**src/rtl/register_file.sv**
```systemverilog
// rtl/register_file.sv - 8x16 register file, two async read ports, one sync write port
// r0 reads as zero; define REG_FILE_BYPASS_EN for same-cycle write-through forwarding.
module register_file #(
   parameter int DATA_W = 16,
   parameter int ADDR_W = 3
) (
   input  logic              clk,
   input  logic              rst_n,
   input  logic              RW_en,
   input  logic [ADDR_W-1:0] RW_dest,
   input  logic [ADDR_W-1:0] RR_addr_1,
   input  logic [ADDR_W-1:0] RR_addr_2,
   input  logic [DATA_W-1:0] RW_data,
   output logic [DATA_W-1:0] RR_data_1,
   output logic [DATA_W-1:0] RR_data_2
);

   localparam int DEPTH = 1 << ADDR_W;

   logic [DATA_W-1:0] regs_q [DEPTH];
   logic [DATA_W-1:0] regs_d [DEPTH];
   logic              wr_ok;

   // Address 0 is never written, so regs_q[0] keeps its reset value of zero.
   assign wr_ok = RW_en && (RW_dest != '0);

   always_comb begin
      for (int i = 0; i < DEPTH; i++) begin
         regs_d[i] = regs_q[i];
      end
      if (wr_ok) begin
         regs_d[RW_dest] = RW_data;
      end
   end

   always_ff @(posedge clk or negedge rst_n) begin
      if (!rst_n) begin
         for (int i = 0; i < DEPTH; i++) begin
            regs_q[i] <= DATA_W'(i);
         end
      end else begin
         for (int i = 0; i < DEPTH; i++) begin
            regs_q[i] <= regs_d[i];
         end
      end
   end

   always_comb begin
      RR_data_1 = (RR_addr_1 == '0) ? '0 : regs_q[RR_addr_1];
      RR_data_2 = (RR_addr_2 == '0) ? '0 : regs_q[RR_addr_2];
`ifdef REG_FILE_BYPASS_EN
      if (wr_ok && (RR_addr_1 == RW_dest)) begin
         RR_data_1 = RW_data;
      end
      if (wr_ok && (RR_addr_2 == RW_dest)) begin
         RR_data_2 = RW_data;
      end
`endif
   end

endmodule

```
**config.mk**
```make
export PLATFORM = sky130hd
export DESIGN_NAME = register_file
export DESIGN_NICKNAME = d
export VERILOG_FILES = /design/src/rtl/register_file.sv
export SDC_FILE = /design/constraint.sdc
export NUM_CORES = 1
export LEC_CHECK = 0
export BUFFER_PORTS_ARGS = -buffer_cell sky130_fd_sc_hd__buf_2
export CAP_MARGIN = 0
export CORE_MARGIN = 3
export CORE_UTILIZATION = 36
export DETAILED_ROUTE_END_ITERATION = 8
export GPL_TIMING_DRIVEN = 1
export SYNTH_ARGS = -nofsm -noshare
export SYNTH_HDL_FRONTEND = slang
export SYNTH_SLANG_ARGS = --single-unit
export TNS_END_PERCENT = 10
```
**constraint.sdc**
```tcl
create_clock -name clk -period 2.9 [get_ports clk]
set_input_delay 0.435 -clock clk [delete_from_list [all_inputs] [get_ports clk]]
set_output_delay 0.435 -clock clk [all_outputs]
set_load 0.005 [all_outputs]
```
==> reports/results.tsv, run 1 <==
metric	value	unit
Fill cells	1594	
routed wire length	16380	um
CP Cell Sequence	buf_2 -> nor2b_1 -> buf_4 -> a221oi_1 -> a311oi_1 -> buf_2	
most flop-heavy register	regs_q	
port bufs	59	
Die Area	19080	um2
die width	138.1	um
CTS tree	built	
power per cell area	647.1	nW/um2
most frequent cells in the layout	mux2_2, dfrtp_1, buf_2, mux2i_1, a221oi_1	
R2R cell count	1	
worst-skew pair later-pin latency	0.35	ns
Final Setup Violations	0	
Final Hold Viols	0	
Post-DP HPWL	10780	um
Core Region	16820	um2
diode count	0	
fin crit period	2.344	ns
Tot GR Track Use	0.1702	
post-synthesis cell count	462	
count of final max-slew check failures	0	
Top Registers	regs_q: 112 flops	
CTS HTree Levels	3	
CP startpoint kind	primary input	
vias per cell	5.751	
post-cts gate resize count	0	
initial antenna violation count	0	
Yosys cell types	28	
number of synthesized register bits	112	
r2r setup slk	2.10	ns
worst r2r src	regs_q[104]	
Slowest cell on crit path	a311oi_1	
chip height	138.1	um
Top FF cell, synth	dfrtp_1	
drt pass-1 iters	4	
initial drt markers	245	
clock tree buffer depth	2	
Initial Utilization	0.3738	
Power, Total	4.590	mW
clk root buf	clkbuf_16	
total negative slack	0	ns
CP Buf/Inv Count	3	
max-cap violations	0	
Max Fclk	426.6	MHz
outcome	completed	
pin count of the biggest net entering global routing	55	
multi-input logic area	3142	um2
commonest non-fill, non-tap cell in the layout	mux2_2	
nets	541	
CP peak stage delay	0.37	ns
Yosys warnings	0	
vias	4244	
synthesized area	6286	um2
EDFF count, synth	0	
RSZ-0062 raised after global routing	false	
area leader, netlist	dfrtp_1	
family with the most delay on the worst path	buffers and inverters	
worst hold path type	primary input to flop	
GRT overflow	0	
P&R area growth vs syn	12.84	%
kind of critical path	primary input to output port	
Clock Skew	0	ns
DRC	0	
period utilization	0.8084	
clock slew at reported path FFs	0.07	ns
TritonCTS buffer count	9	
Crit path required time	2.47	ns
Peak VDD IR	306.8	uV
wire length per cell	22.20	um
Routed Antenna Nets	0	
first-pass GRT wire length	25830	um
ys async rst share	1.000	
vias in the first global route	4546	
Ports	60	
CP Max Fanout	16	
average size of a mapped cell	13.61	um2
row count	47	
share of cells above drive strength 1	0.5077	
placer's final routability congestion estimate	0.7752	
hold depth	2	
sequential share of the synthesized area	0.4482	
worst hold path startpoint	RW_data[5]	
Synth area leaders	dfrtp_1, mux2_2, mux2i_1, a221oi_1, dfstp_2	
transition time of the tightest slew-check pin	0.5446	ns
CTS Sinks	112	
Critical Path Sink Type	output port	
hold endpoint	regs_q[85]	
crit path DAT	1.91	ns
most used cell, CP	buf_2	
Leak Pwr	3.058	nW
Largest register FFs	112	
Sequential Area	2818	um2
reg2reg end	regs_q[104]	
Yosys top cell area share	0.3981	
syn nets	490	
max_slew headroom	0.6370	
## metrics by stage
step	hold WS [ns]	utilization	setup slack, ns	cell area (um2)	std cells
5_1_grt	0.3920	0.4217	0.4801	7093	738
2_1_floorplan	0.1394	-	1.133	6286	462
6_report	0.3911	0.4217	0.5557	7093	738
4_1_cts	0.3830	0.4217	0.5722	7093	738
3_3_place_gp	0.3211	0.4028	0.5608	6774	721
3_5_place_dp	0.3319	0.4028	0.5705	6774	721
## worst max path at each step
stage | startpoint | end | slack (ns) | cells after the start
after CTS | RR_addr_2[1] | RR_data_2[2] | 0.57 | 6
after floorplan | RR_addr_1[0] | RR_data_1[11] | 1.13 | 5
final | RR_addr_2[1] | RR_data_2[2] | 0.56 | 6
after global routing | RR_addr_2[1] | RR_data_2[4] | 0.48 | 6
after detailed placement | RR_addr_2[1] | RR_data_2[2] | 0.57 | 6
after global placement | RR_addr_2[1] | RR_data_2[2] | 0.56 | 6
## cells by family (layout without fill, tap and decap cells)
logic type,after synthesis,count (layout),share of synthesized area
AOI/OAI and AO/OA,81,81,0.1097
buffers and inverters,46,102,0.05195
DFF,112,112,0.4482
muxes,192,192,0.3463
and+or+nand+nor,31,31,0.04379
## cell type report
class | count | share of cell area
well taps | 220 | 0.03881
multi-input cells | 304 | 0.4429
clock buffers | 12 | 0.03616
repair buffers | 85 | 0.07691
flip-flops and latches | 112 | 0.3972
inverters | 1 | 0.0005292
clock inverters | 4 | 0.007409
## power by group
group	switching (mW)	leakage (nW)	internal, mW	total [mW]
clock network	0.567	0.153	0.720	1.29
logic	0.451	1.58	0.646	1.10
registers	0.271	1.33	1.94	2.21
## metal layers
layer  up-vias  GRT usage  wire, um
li1       1917          -         -
met1      2194     0.2261      7426
met3        13    0.03902       725
met4         0    0.03900       182
met5         -          0         0
met2       120     0.2847      8047
## cell usage after synthesis (all sizes together) (2+ instances only)
cell / count
mux2: 144
dfrtp: 100
mux2i: 48
a221oi: 46
buf: 36
nor2b: 19
a211oi: 16
a311oi: 16
dfstp: 12
clkbuf: 9
nand4b: 3
and4bb: 2
nand2: 2
nand2b: 2
## timing repair
item | 4_1_cts | 5_1_grt
setup buffers | 0 | 0
hold endpoints to repair | 16 | 0
hold buffers | 1 | 0
Power figures use the tool's default switching activity.
==> run 2, diff against run 1 <==
==> constraint.sdc (replaced) <==
create_clock -name clk -period 2.2 [get_ports clk]
set_input_delay 0.33 -clock clk [delete_from_list [all_inputs] [get_ports clk]]
set_output_delay 0.33 -clock clk [all_outputs]
set_load 0.005 [all_outputs]
==> run 2 against run 1 <==
Critical endpoint is now RR_data_2[14]. Design area is 0.18% higher. Non-clock buffer count rose by 3. Largest power group unchanged. Combinational power increased by 34%. Core utilization increased by 0.074 points. Highest routed layer unchanged. Final cell count grew 0.68%. Critical path depth is the same. Routed wire length is 5.0% higher. Flip-flop and latch count stayed put. Via count is 1.6% higher. Critical path type unchanged.
==> reports/results.tsv, run 2 (same netlist as run 1, synthesis figures left out) <==
metric	value	unit	change
outcome	completed		
clock slew at reported path FFs	0.07	ns	about the same
Routed Antenna Nets	0		unchanged
die width	138.1	um	unchanged
crit path DAT	1.71	ns	-0.20 ns
commonest non-fill, non-tap cell in the layout	mux2_2		
Final Setup Violations	0		unchanged
Leak Pwr	3.063	nW	+0.17%
Ports	60		unchanged
period utilization	0.9291		
vias per cell	5.801		+0.87%
post-CTS setup buffer count	0		unchanged
busiest grt layer	met2		
worst hold path type	primary input to asynchronous set/reset pin		
most flop-heavy register	regs_q		
CP peak stage delay	0.37	ns	about the same
CP Cell Sequence	buf_2 -> buf_12 -> mux2_2 -> a221oi_1 -> a311oi_1 -> buf_2		
TritonCTS buffer count	9		unchanged
routed wire length	17200	um	+5.0%
share of cells above drive strength 1	0.5125		+0.004754
row count	47		unchanged
CTS Sinks	112		unchanged
Crit path required time	1.87	ns	-0.60 ns
CP startpoint kind	primary input		
Final Hold Viols	0		unchanged
placer's final routability congestion estimate	0.8196		+5.7%
nets	544		+0.55%
met3 Usage GRT	0.03246		-0.006561
worst-skew pair later-pin latency	0.35	ns	about the same
RSZ-0062 raised after global routing	false		
Critical Path Sink Type	output port		
total negative slack	0	ns	unchanged
max_slew headroom	0.4136		-0.2233
first-pass GRT wire length	27230	um	+5.4%
met2 Usage GRT	0.2929		+0.008222
GRT overflow	0		unchanged
Die Area	19080	um2	unchanged
GR Layer Usage met1	0.2423		+0.01620
clk root buf	clkbuf_16		
port bufs	59		unchanged
initial drt markers	239		-2.4%
vias	4310		+1.6%
CP Max Fanout	42		+26
Power, Total	5.961	mW	+30%
hold buffer count at CTS	0		-1
kind of critical path	primary input to output port		
Tot GR Track Use	0.1799		+0.009701
power per cell area	838.9	nW/um2	+30%
max-cap violations	0		unchanged
Slowest cell on crit path	mux2_2		
wire length per cell	23.15	um	+4.3%
Final Core Density	0.4225		+0.0007440
initial antenna violation count	2		+2
clock tree buffer depth	2		unchanged
Max Fclk	489.2	MHz	
most frequent cells in the layout	mux2_2, dfrtp_1, buf_2, mux2i_1, a221oi_1		
pin count of the biggest net entering global routing	45		-18%
CP Buf/Inv Count	3		unchanged
Initial Utilization	0.3738		unchanged
most used cell, CP	buf_2		
chip height	138.1	um	unchanged
Clock Skew	0	ns	unchanged
family with the most delay on the worst path	buffers and inverters		
DRC	0		unchanged
transition time of the tightest slew-check pin	0.8775	ns	+0.3329 ns
P&R area growth vs syn	13.04	%	
Top Registers	regs_q: 112 flops		
fin crit period	2.044	ns	
CTS tree	built		
Peak VDD IR	429.6	uV	+40%
CTS HTree Levels	3		unchanged
Post-DP HPWL	11170	um	+3.7%
count of final max-slew check failures	0		unchanged
vias in the first global route	4638		+2.0%
Largest register FFs	112		unchanged
Core Region	16820	um2	unchanged
post-cts gate resize count	0		unchanged
drt pass-1 iters	4		unchanged
Fill cells	1606		+0.75%
## run 2: cell count changes in the layout (fill, tap and decap cells not counted), sizes merged
cell	delta
buf	+4
dlygate4sd3	-1
bufinv	-1
clkbuf	-1
clkinvlp	+1
diode	+2
inv	+1
## run 2: routing by layer
| metal | vias to the layer above | share of wire |
|---|---|---|
| met5 | - | 0 |
| met4 | 0 | 0.015 |
| met3 | 19 | 0.047 |
| met2 | 114 | 0.50 |
| met1 | 2268 | 0.44 |
| li1 | 1909 | - |
## run 2: path summary, 6_finish.rpt
| kind | start | slack, ns | to | cells past startpoint |
|---|---|---|---|---|
| min in group clk | RW_data[2] | 0.30 | regs_q[50] | 2 |
| min reg2reg | regs_q[48] | 0.53 | regs_q[48] | 1 |
| max in group asynchronous | rst_n | 1.50 | regs_q[0] | 2 |
| max reg2reg | regs_q[111] | 1.40 | regs_q[111] | 1 |
| min | rst_n | 0.006 | regs_q[41] | 1 |
| max | RR_addr_2[1] | 0.16 | RR_data_2[14] | 6 |
## run 2: through the flow
step	instance area (um2)	hold WS, ns	std cells	setup WS [ns]
finish	7106	0.005711	743	0.1560
detailed placement	6817	0.3909	725	0.1706
global route	7106	0.04016	743	0.04158
CTS	7101	0.01264	741	0.1670
global placement	6817	0.3850	725	0.1795
floorplan	6286	0.03441	462	0.6433
## run 2: final cells by class
type	instances	area, um2	area share
multi-input combinational	304	3142	0.4422
tap	220	275.3	0.03874
sequential	112	2818	0.3965
antenna	2	5.005	0.0007043
inverter	1	3.754	0.0005283
timing repair buffer	88	578.1	0.08135
clock inverter	5	41.29	0.005811
clock buffer	11	242.7	0.03416
## run 2: report_power, final
group	total (mW)	internal [mW]	switching [mW]
Sequential	2.91	2.55	0.360
Clock	1.58	0.811	0.766
Combinational	1.47	0.858	0.614
==> run 3, diff against run 2 <==
--- a/config.mk
+++ b/config.mk
@@ -7,10 +7,13 @@
 export LEC_CHECK = 0
 export BUFFER_PORTS_ARGS = -buffer_cell sky130_fd_sc_hd__buf_2
 export CAP_MARGIN = 0
+export CELL_PAD_IN_SITES_DETAIL_PLACEMENT = 0
+export CELL_PAD_IN_SITES_GLOBAL_PLACEMENT = 1
 export CORE_MARGIN = 3
 export CORE_UTILIZATION = 36
 export DETAILED_ROUTE_END_ITERATION = 8
 export GPL_TIMING_DRIVEN = 1
+export PLACE_DENSITY_LB_ADDON = 0.1
 export SYNTH_ARGS = -nofsm -noshare
 export SYNTH_HDL_FRONTEND = slang
 export SYNTH_SLANG_ARGS = --single-unit
==> run 3 against run 2 <==
The flow now finishes with violations (negative hold slack). Setup slack got worse by 0.11 ns. Largest cell class unchanged. Clock power barely moved. Via count fell by 1.8%. Maximum frequency fell by 5.0%. Critical path depth did not move. Final cell count rose by 0.54%. Global-route usage barely moved. Clock skew did not move. Sequential power barely moved.
==> reports/results.tsv, run 3 (same netlist as run 1, synthesis figures left out) <==
metric	value	unit	change
outcome	complete, but fails checks		
violated checks	negative hold slack		
Crit path required time	1.87	ns	about the same
diode count	0		-2
Highest Signal Layer	met5		
DRC	0		unchanged
clk root buf	clkbuf_16		
Ports	60		unchanged
CTS HTree Levels	3		unchanged
CP peak stage delay	0.49	ns	+0.12 ns
max_slew headroom	0.4164		+0.002763
vias in the first global route	4525		-2.4%
Critical Path Sink Type	output port		
post-cts gate resize count	0		unchanged
Initial Utilization	0.3738		unchanged
Core Region	16820	um2	unchanged
placer's final routability congestion estimate	0.7837		-4.4%
Peak VDD IR	432.1	uV	+0.59%
first-pass GRT wire length	27010	um	-0.79%
Leak Pwr	3.093	nW	+1.0%
post-CTS setup buffer count	0		unchanged
CP Max Fanout	16		-62%
Fill cells	1614		+0.50%
met1 WL	8170	um	+8.4%
Tot GR Track Use	0.1801		+0.0002123
share of cells above drive strength 1	0.5180		+0.005551
max-cap violations	0		unchanged
CP startpoint kind	primary input		
Power, Total	5.962	mW	about the same
WL met2	8290	um	-3.7%
total negative slack	0	ns	unchanged
fin crit period	2.151	ns	+0.1072 ns
transition time of the tightest slew-check pin	0.8715	ns	-0.006006 ns
count of final max-slew check failures	0		unchanged
met3 routed WL	625	um	-22%
most used cell, CP	buf_2		
Routed Antenna Nets	0		unchanged
period utilization	0.9778		+0.04873
CTS Sinks	112		unchanged
port bufs	59		unchanged
most flop-heavy register	regs_q		
Final Hold Viols	7		+7
CTS tree	built		
Max Fclk	464.9	MHz	-5.0%
Clock Skew	0	ns	unchanged
WHS	-0.01525	ns	-0.02097 ns
die width	138.1	um	unchanged
CP Cell Sequence	buf_2 -> buf_12 -> mux2_2 -> a221oi_1 -> a221oi_2 -> buf_2		
clock slew at reported path FFs	0.07	ns	about the same
kind of critical path	primary input to output port		
commonest non-fill, non-tap cell in the layout	mux2_2		
Largest register FFs	112		unchanged
initial drt markers	180		-25%
Final Setup Violations	0		unchanged
row count	47		unchanged
TritonCTS buffer count	9		unchanged
nets	550		+1.1%
Slowest cell on crit path	a221oi_1		
vias per cell	5.667		-2.3%
final instance area	7151	um2	+0.63%
GRT overflow	0		unchanged
RSZ-0062 raised after global routing	false		
chip height	138.1	um	unchanged
drt pass-1 iters	4		unchanged
P&R area growth vs syn	13.75	%	
wire length per cell	23.05	um	-0.47%
most frequent cells in the layout	mux2_2, dfrtp_1, buf_2, mux2i_1, a221oi_1		
initial antenna violation count	1		-1
worst hold path type	primary input to asynchronous set/reset pin		
vias	4233		-1.8%
Final Core Density	0.4252		+0.002678
clock tree buffer depth	2		unchanged
pin count of the biggest net entering global routing	46		+2.2%
Placed Area	6864	um2	+0.70%
Post-DP HPWL	11050	um	-1.1%
power per cell area	833.7	nW/um2	-0.61%
Die Area	19080	um2	unchanged
routed wire length	17220	um	about the same
hold buffer count at CTS	0		unchanged
crit path DAT	1.82	ns	+0.11 ns
worst-skew pair later-pin latency	0.35	ns	about the same
Top Registers	regs_q: 112 flops		
==> run 3: area by class of cell <==
type,count,area (um2),share of cell area
well taps,220,275.3,0.03850
repair buffers,94,623.1,0.08714
multi-input cells,304,3144,0.4397
inverters,1,3.754,0.0005249
clock inverters,2,12.51,0.001750
flip-flops and latches,112,2818,0.3941
clock buffers,14,274.0,0.03832
==> run 3: path summary, 6_finish.rpt <==
path                                    from             to  slack (ns)  cells past startpoint
worst max-delay path            RR_addr_1[0]  RR_data_1[14]        0.05                      6
worst min-delay path                   rst_n      regs_q[4]       -0.02                      1
worst max register to register    regs_q[79]     regs_q[79]        1.41                      1
worst min register to register   regs_q[111]    regs_q[111]        0.53                      1
max in group asynchronous              rst_n      regs_q[8]        1.47                      2
min in group clk                  RW_data[2]     regs_q[98]        0.30                      2
==> run 3: metrics by stage <==
step,setup slack (ns),cells
2_1_floorplan,0.6433,462
3_3_place_gp,-0.2816,731
3_5_place_dp,0.07489,731
4_1_cts,0.05966,747
5_1_grt,0.0003053,747
6_report,0.04883,747
==> run 3: where the power goes <==
group          switching [mW]  internal, mW
clock network           0.743         0.863
logic                   0.597         0.867
registers               0.341          2.55
==> run 3: metal layers <==
| metal | global-route usage | vias to the layer above |
|---|---|---|
| met5 | 0 | - |
| met4 | 0.03068 | 2 |
| met3 | 0.04351 | 12 |
| met2 | 0.2983 | 88 |
| met1 | 0.2449 | 2210 |
| li1 | - | 1921 |
==> run 3: worst max-delay path: cells and delay by family <==
family | cells | cell delay (ns)
AO/OA/AOI/OAI | 2 | 0.56
buffers and inverters | 3 | 0.58
multiplexers | 1 | 0.34
